==> config.mk <==
export PLATFORM = sky130hd
export DESIGN_NAME = onchip_memory_stream_reader
export DESIGN_NICKNAME = d
export VERILOG_FILES = /design/src/rtl/onchip_memory_stream_reader.sv
export SDC_FILE = /design/constraint.sdc
export NUM_CORES = 1
export LEC_CHECK = 0
export BUFFER_PORTS_ARGS = -buffer_cell sky130_fd_sc_hd__buf_4
export CAP_MARGIN = 5
export CORE_UTILIZATION = 43
export CTS_BUF_LIST = sky130_fd_sc_hd__clkbuf_16
export CTS_CLUSTER_DIAMETER = 80
export DETAILED_ROUTE_END_ITERATION = 8
export MAX_ROUTING_LAYER = met4
export PLACE_DENSITY = 0.6
export RECOVER_POWER = 25
export SETUP_SLACK_MARGIN = 0.05
export SYNTH_ARGS = -nofsm -noshare
export SYNTH_HDL_FRONTEND = slang
export SYNTH_SLANG_ARGS = --single-unit
==> constraint.sdc <==
create_clock -name clk -period 7.24 [get_ports clk]
set_input_delay 1.086 -clock clk [delete_from_list [all_inputs] [get_ports clk]]
set_output_delay 1.086 -clock clk [all_outputs]
set_load 0.02 [all_outputs]
==> src/rtl/onchip_memory_stream_reader.sv <==
// Reads a contiguous run of words from memory port 2 and emits them as a framed
// ready/valid stream, with a small credit-checked FIFO absorbing sink backpressure.
module onchip_memory_stream_reader #(
    parameter int unsigned ADDR_W     = 14,
    parameter int unsigned DATA_W     = 64,
    parameter int unsigned CNT_W      = 15,
    parameter int unsigned FIFO_DEPTH = 4
) (
    input  logic                clk,
    input  logic                reset_n,
    input  logic                start,
    input  logic [ADDR_W-1:0]   base_addr,
    input  logic [CNT_W-1:0]    word_count,
    output logic                busy,
    output logic                done,
    output logic [ADDR_W-1:0]   mem_address,
    output logic                mem_chipselect,
    output logic                mem_write,
    output logic [DATA_W/8-1:0] mem_byteenable,
    output logic                mem_clken,
    input  logic [DATA_W-1:0]   mem_readdata,
    output logic [DATA_W-1:0]   st_data,
    output logic                st_valid,
    input  logic                st_ready,
    output logic                st_sop,
    output logic                st_eop
);

    localparam int unsigned PTR_W     = $clog2(FIFO_DEPTH);
    localparam int unsigned FCNT_W    = PTR_W + 1;
    localparam int unsigned SUM_W     = PTR_W + 2;
    localparam int unsigned MAX_WORDS = 1 << ADDR_W;

    typedef enum logic [1:0] {
        S_IDLE  = 2'd0,
        S_FETCH = 2'd1,
        S_DRAIN = 2'd2
    } state_e;

    state_e              state_q, state_d;
    logic [CNT_W-1:0]    reads_left_q, reads_left_d;
    logic [ADDR_W-1:0]   addr_q, addr_d;
    logic                cs_q, cs_d;
    logic                tag_sop_q, tag_sop_d;
    logic                tag_eop_q, tag_eop_d;
    logic                rsp_q, rsp_d;
    logic                rsp_sop_q, rsp_sop_d;
    logic                rsp_eop_q, rsp_eop_d;
    logic [PTR_W-1:0]    wr_ptr_q, wr_ptr_d;
    logic [PTR_W-1:0]    rd_ptr_q, rd_ptr_d;
    logic [FCNT_W-1:0]   count_q, count_d;
    logic                st_valid_q, st_valid_d;
    logic                busy_q, busy_d;
    logic                done_q, done_d;

    logic [DATA_W-1:0]   fifo_data [FIFO_DEPTH];
    logic                fifo_sop  [FIFO_DEPTH];
    logic                fifo_eop  [FIFO_DEPTH];

    logic                push;
    logic                pop;
    logic                credit_ok;
    logic [CNT_W-1:0]    count_clamped;

    // Next-state, read issue and FIFO bookkeeping
    always_comb begin
        state_d      = state_q;
        reads_left_d = reads_left_q;
        addr_d       = addr_q;
        cs_d         = 1'b0;
        tag_sop_d    = 1'b0;
        tag_eop_d    = 1'b0;
        done_d       = 1'b0;

        // Read data arrives one cycle after issue and is pushed that same cycle
        push      = rsp_q;
        pop       = st_valid_q & st_ready;
        rsp_d     = cs_q;
        rsp_sop_d = tag_sop_q;
        rsp_eop_d = tag_eop_q;
        wr_ptr_d  = wr_ptr_q + PTR_W'(push);
        rd_ptr_d  = rd_ptr_q + PTR_W'(pop);
        count_d   = count_q + FCNT_W'(push) - FCNT_W'(pop);

        // Next cycle holds count_d words plus the read issued now still in flight
        credit_ok = (SUM_W'(count_d) + SUM_W'(cs_q) + SUM_W'(1)) <= SUM_W'(FIFO_DEPTH);

        count_clamped = (word_count > CNT_W'(MAX_WORDS)) ? CNT_W'(MAX_WORDS) : word_count;

        unique case (state_q)
            S_IDLE: begin
                if (start) begin
                    if (count_clamped == '0) begin
                        done_d = 1'b1;
                    end else begin
                        state_d      = S_FETCH;
                        cs_d         = 1'b1;
                        addr_d       = base_addr;
                        reads_left_d = count_clamped - CNT_W'(1);
                        tag_sop_d    = 1'b1;
                        tag_eop_d    = (count_clamped == CNT_W'(1));
                    end
                end
            end
            S_FETCH: begin
                if (reads_left_q == '0) begin
                    state_d = S_DRAIN;
                end else if (credit_ok) begin
                    cs_d         = 1'b1;
                    addr_d       = addr_q + ADDR_W'(1);
                    reads_left_d = reads_left_q - CNT_W'(1);
                    tag_eop_d    = (reads_left_q == CNT_W'(1));
                end
            end
            S_DRAIN: begin
                if (pop && fifo_eop[rd_ptr_q]) begin
                    state_d = S_IDLE;
                    done_d  = 1'b1;
                end
            end
            default: state_d = S_IDLE;
        endcase

        busy_d     = (state_d != S_IDLE);
        st_valid_d = (count_d != '0);
    end

    // Control and status registers
    always_ff @(posedge clk) begin
        if (!reset_n) begin
            state_q      <= S_IDLE;
            reads_left_q <= '0;
            addr_q       <= '0;
            cs_q         <= 1'b0;
            tag_sop_q    <= 1'b0;
            tag_eop_q    <= 1'b0;
            rsp_q        <= 1'b0;
            rsp_sop_q    <= 1'b0;
            rsp_eop_q    <= 1'b0;
            wr_ptr_q     <= '0;
            rd_ptr_q     <= '0;
            count_q      <= '0;
            st_valid_q   <= 1'b0;
            busy_q       <= 1'b0;
            done_q       <= 1'b0;
        end else begin
            state_q      <= state_d;
            reads_left_q <= reads_left_d;
            addr_q       <= addr_d;
            cs_q         <= cs_d;
            tag_sop_q    <= tag_sop_d;
            tag_eop_q    <= tag_eop_d;
            rsp_q        <= rsp_d;
            rsp_sop_q    <= rsp_sop_d;
            rsp_eop_q    <= rsp_eop_d;
            wr_ptr_q     <= wr_ptr_d;
            rd_ptr_q     <= rd_ptr_d;
            count_q      <= count_d;
            st_valid_q   <= st_valid_d;
            busy_q       <= busy_d;
            done_q       <= done_d;
        end
    end

    // FIFO storage needs no reset: pointers and count define what is valid
    always_ff @(posedge clk) begin
        if (push) begin
            fifo_data[wr_ptr_q] <= mem_readdata;
            fifo_sop[wr_ptr_q]  <= rsp_sop_q;
            fifo_eop[wr_ptr_q]  <= rsp_eop_q;
        end
    end

    assign busy           = busy_q;
    assign done           = done_q;
    assign mem_address    = addr_q;
    assign mem_chipselect = cs_q;
    assign mem_write      = 1'b0;
    assign mem_byteenable = '1;
    assign mem_clken      = 1'b1;
    assign st_valid       = st_valid_q;
    assign st_data        = fifo_data[rd_ptr_q];
    assign st_sop         = st_valid_q & fifo_sop[rd_ptr_q];
    assign st_eop         = st_valid_q & fifo_eop[rd_ptr_q];

endmodule
; ---- After elaboration in Yosys (flattened, before gate mapping)
; Memories as Yosys holds them, arrays and structs flattened. A register that Yosys moved wholly into a read port is not among the register bits.
; Cells that the tools add are included.
[word_totals]
wordCells = 84
register_bits = 47
output_inout_bits = 94
mem_count = 3
ram_bits = 264
[memory_table]
columns = memory, depth, width, rd, rd_ports_with_merged_regs, wr, line
row1 = fifo_data, 4, 64, 1, 1, 1, 56  ; logic [DATA_W-1:0] fifo_data [FIFO_DEPTH];
row2 = fifo_eop, 4, 1, 1, 1, 1, 58  ; logic fifo_eop [FIFO_DEPTH];
row3 = fifo_sop, 4, 1, 1, 1, 1, 57  ; logic fifo_sop [FIFO_DEPTH];
[op_classes]
reduce_logical = 9
bitwise_logic = 3
n_mux = 35
order_cmp = 2
add_sub_neg = 9
eq_ne = 8
[op_table]
columns = cell, n
row1 = two-way mux 15 bit, 5
row2 = two-way mux 14 bit, 4
row3 = == test 15 x 1 -> 1 bit (second input constant), 2
row4 = zero test 15 bit, 2
row5 = one-hot mux 15 bit (2 select lines), 1
row6 = subtractor 15 x 1 -> 15 bit (second input constant), 2
row7 = one-hot mux 14 bit (2 select lines), 1
row8 = > comparator 15 bit (second input constant), 1
row9 = adder 14 x 1 -> 14 bit (second input constant), 1
row10 = two-way mux 2 bit, 7
row11 = two-way mux 1 bit, 13
row12 = inequality test 2 bit (second input constant), 4
row13 = one-hot mux 1 bit (2 select lines), 3
row14 = one-hot mux 2 bit (3 select lines), 1
row15 = AND reduction 5 bit, 1
row16 = adder 2 x 1 -> 2 bit, 2
row17 = adder 3 x 1 -> 4 bit, 1
row18 = adder 4 x 1 -> 4 bit (second input constant), 1
row19 = less-or-equal comparator 4 x 3 -> 1 bit (second input constant), 1
row20 = nonzero test 2 bit, 2
row21 = adder 3 x 1 -> 3 bit, 1
row22 = bitwise AND 1 bit, 3
row23 = nonzero test 3 bit, 1
row24 = subtractor 3 x 1 -> 3 bit, 1
row25 = other kinds (5), 5

; ---- Depth between registers and ports, before layout
[logic_depth]
ltp_word = 8
depth_mapped = 13
depth_no_buf = 12

; ---- Worst setup path before layout
; OpenSTA, ideal clock, no wires.
[synth_path]
path_type = register to register
start = reg rsp_q, in the netlist push
end = mem fifo_data[0][0] (enable)
synth_period_minus_slack_ns = 5.847
setup_ns = 0.585
setup_slack_ns = 1.393
stages_incl_launch_ff = 2
arrival_ns = 5.262
path_cell_list = dfxtp_1 > nor3b_1
[synth_between]
elab_chain_len = 2
[synth_lines]
columns = item, line
row1 = "start, declared", 46  ; logic rsp_q, rsp_d;
row2 = "start signal, assigned", 153  ; rsp_q <= rsp_d;
row3 = two-way mux 1 bit, 167  ; if (push) begin
row4 = two-way mux 1 bit (not written as such), 168  ; fifo_data[wr_ptr_q] <= mem_readdata;
row5 = "end, declared", 56
; Every way passes these cells.

==> impl_results.md <==
* Outcome: complete, no violations
* Most frequent CP cell: buf_4
* Arrival @ worst endpoint at 3020 ps
* Sequential fraction of the synthesis area at a little over two thirds
* Final routed DRC violation total at 0
* Nets@finish at between 1,000 and 1,500
* Gr usage total at ~18%
* Synth area leader: edfxtp_1
* Post-CTS Setup Inserts at 0
* Via density at around 5.4
* Initial detailed-routing violation count at roughly 470
* Layout cells sized above 1 at between 30% and 40%
* Worst Setup End Kind: output pin
* Fin. Hold Viols at 0
* Worst-path clk slew at 60 ps
* Worst vdd ir at between 0.15 and 0.2 mV
* Cell Area, Synth at ~0.013 sq mm
* Mean Syn Cell Area at 16.9 sq um
* CTS Root Cell: clkbuf_16
* P per Cell Area at between 300 and 400 mW/mm^2
* Hold endpoint: rsp_sop_q
* Synth top area share at between 60% and 70%
* Final Instance Area at around 0.015 sq mm
* Aggregate global routing overflow at 0
* CP max-delay cell: dfxtp_4
* Layout Skew at about 14 ps
* Synthesis Warnings at 0
* Placed cell areas at 0.0143 sq mm
* Vias in the first global route at roughly 7,300
* CP required at approximately 6000 ps
* Worst hold stages at 1
* Slew HR at between 20% and 30%
* Crit path max fanout at 37
* Htree depth at 2
* Worst Tran Pin Value at around 1100 ps
* Overall via count from detail_route at about 7,300
* # rows at 62
* First-pass detailed-route iteration total at 4
* MaxCap Viol Count at 0
* Die area at between 0.02 and 0.03 sq mm
* Final ANT Viol Nets at 0
* Worst hold path startpoint: rsp_sop_d
* Area grow syn2layout at 21.6%
* Fillers at between 2,000 and 2,500
* Worst R2R Start: st_valid
* DP Worst Slack at roughly 3000 ps
* RePlAce Congestion at about 0.83
* TritonCTS buffer count at 34
* Slowest stage delay, CP at approximately 800 ps
* Post-DP HPWL at between 15 and 20 mm
* Clock insertion delay at the later pin of the skew report at ~500 ps
* Cell variety after synth at 70
* R2R depth at 12
* Port bufs at 180
* Fin worst setup slack at 3130 ps
* CP Class: reg2out
* Initial antenna violation count at 0
* CTS Buffer Depth at 3
* ANT cells at 0
* TNS Setup at 0 ps
* Clk sinks at between 300 and 400
* Die Y at 173 um
* Initial Util at a little over two fifths
* I/O pins at approximately 190
* Max Slew Vio Count at 0
* Core Box Area at around 0.029 sq mm
* Cts-stage hold buffer count at 0
* Final setup fails at 0
* Number of flops mapped to enable cells by yosys at 264
* Area contributors post-synth: edfxtp_1, mux4_2, dfxtp_1, nand2_1, nor2_1
* Total wire length at between 20 and 30 mm
* RR Endpoint: mem_address[13]
* Die X at between 150 and 200 um
* Drt wl/cell at around 19 um
* First-pass GRT wire length at a little over 40 mm
* Flops & latches, synth at between 300 and 400
* Post-synthesis cell count at about 750
* CTS tree: yes
* R2R setup slack at between 3000 and 4000 ps
* Synth async-reset ratio at 0%
* RSZ-0062 raised after global routing: false
* Static leakage at 0.00510 uW
* CP Launch Type: flip-flop
* Largest net degree at the start of global routing at 68
* PostCTS Resize Cnt at 0
* Fin crit share at a little under three fifths
* Fin crit period at just over 4000 ps
* HP Class: reg2reg
* Synth Flop Type: edfxtp_1
* FMAX at roughly 240 MHz
* Critical path, cell by cell: buf_4 -> mux4_2 -> and2_1 -> buf_4
[where the power goes]
group	switching, uW	total [uW]	internal (uW)	leakage [uW]
clock network	681	1780	1100	0.000580
logic	642	1150	513	0.00175
registers	129	2200	2070	0.00277
total	1450	5130	3680	0.00510
[cells in the mapped netlist (2+ instances only)]
cell      number
o21ai_0        9
nand2_1       45
a311oi_2       2
or4_1          4
a32oi_1        2
o211ai_1       5
inv_1         13
o21ai_2        2
nor2b_1        5
ha_1          10
clkbuf_1      15
o31ai_1        6
nor2_1        42
buf_2          9
a21oi_2        9
nand4_1        9
buf_4         10
buf_6          3
nand2b_1       2
xor2_1         6
nor3b_1        2
nor4b_1        2
nand3_1       21
o21a_1         2
o21ai_1       12
a21oi_1       25
conb_1         2
and2_1         7
a31oi_1        7
edfxtp_1     264
o32ai_1        5
mux4_2        66
or3_1          4
xnor2_1        6
dfxtp_1       47
buf_1          8
nor3_1        18
nor4_1         8
[worst max-delay path, delay by kind of cell (launching register included)]
| kind | cells | cell delay, ps |
|---|---|---|
| mux | 1 | 610 |
| buf+inv | 2 | 910 |
| simple gates | 1 | 180 |
| flops | 1 | 780 |
[through the flow]
step	std cells	power [uW]	hold slack, ps	util, %
after floorplan	754	3030	412	-
after global placement	1281	3400	416	49.7
after detailed placement	1281	3410	427	49.7
after CTS	1341	5210	440	53.8
after global routing	1341	5360	459	53.2
final	1341	5130	436	53.2
[final cells by class]
class                   count  area (sq um)  share of cell area [%]
clock buffers              35           876                    5.72
clock inverters            25           298                    1.94
inverters                  14          52.6                   0.343
multi-input cells         384          3500                    22.8
flip-flops and latches    311          8880                    58.0
well taps                 384           480                    3.14
repair buffers            188          1230                    8.06
[kinds of logic (layout without fill, tap and decap cells)]
group,count (synthesis),in the layout,share of synthesized area [%]
buffers and inverters,59,262,2.32
adder cells (fa/ha/maj),11,11,1.15
AND/OR/NAND/NOR,181,181,7.29
flip-flops,311,311,70.4
AO/OA/AOI/OAI,103,103,5.95
XOR/XNOR,13,13,1.02
multiplexers,66,66,11.8
other,2,10,0.0596
[flip-flops by register name, indices dropped and copies added (netlist names), 3 cells and up]
register	flops
fifo_data	256
reads_left_q	15
mem_address	14
fifo_eop	4
fifo_sop	4
count_q	3
[layer usage]
layer  up-vias  track usage (%)  routed length [um]
li1       3329                -                   -
met1      3680             24.8               11700
met2       232             27.8               12300
met3        31             2.75                1370
met4         0             4.35                 367
met5         -                -                   0
[worst max-delay path by stage]
stage	endpoint	start	depth (start not counted)
detailed placement	mem_address[13]	st_ready	13
CTS	st_eop	rd_ptr_q[0]	4
global placement	mem_address[13]	st_ready	13
global route	st_eop	rd_ptr_q[0]	4
finish	st_eop	rd_ptr_q[0]	4
floorplan	fifo_data[0][0]	push	1
[cell usage in the layout (no fill, tap or decap), drive strengths merged, types with 7 or more instances in the layout]
cell type and n:
and2 7, nor4 9, o21ai 23, a21oi 35
ha 10, nand4 9, nor2 42, a31oi 7
clkbuf 82, clkinv 13, nand2 45, dfxtp 47
nand3 21, inv 19, conb 10, nor3 20
edfxtp 264, mux4 66, buf 141
(Power assumes the default switching activity.)
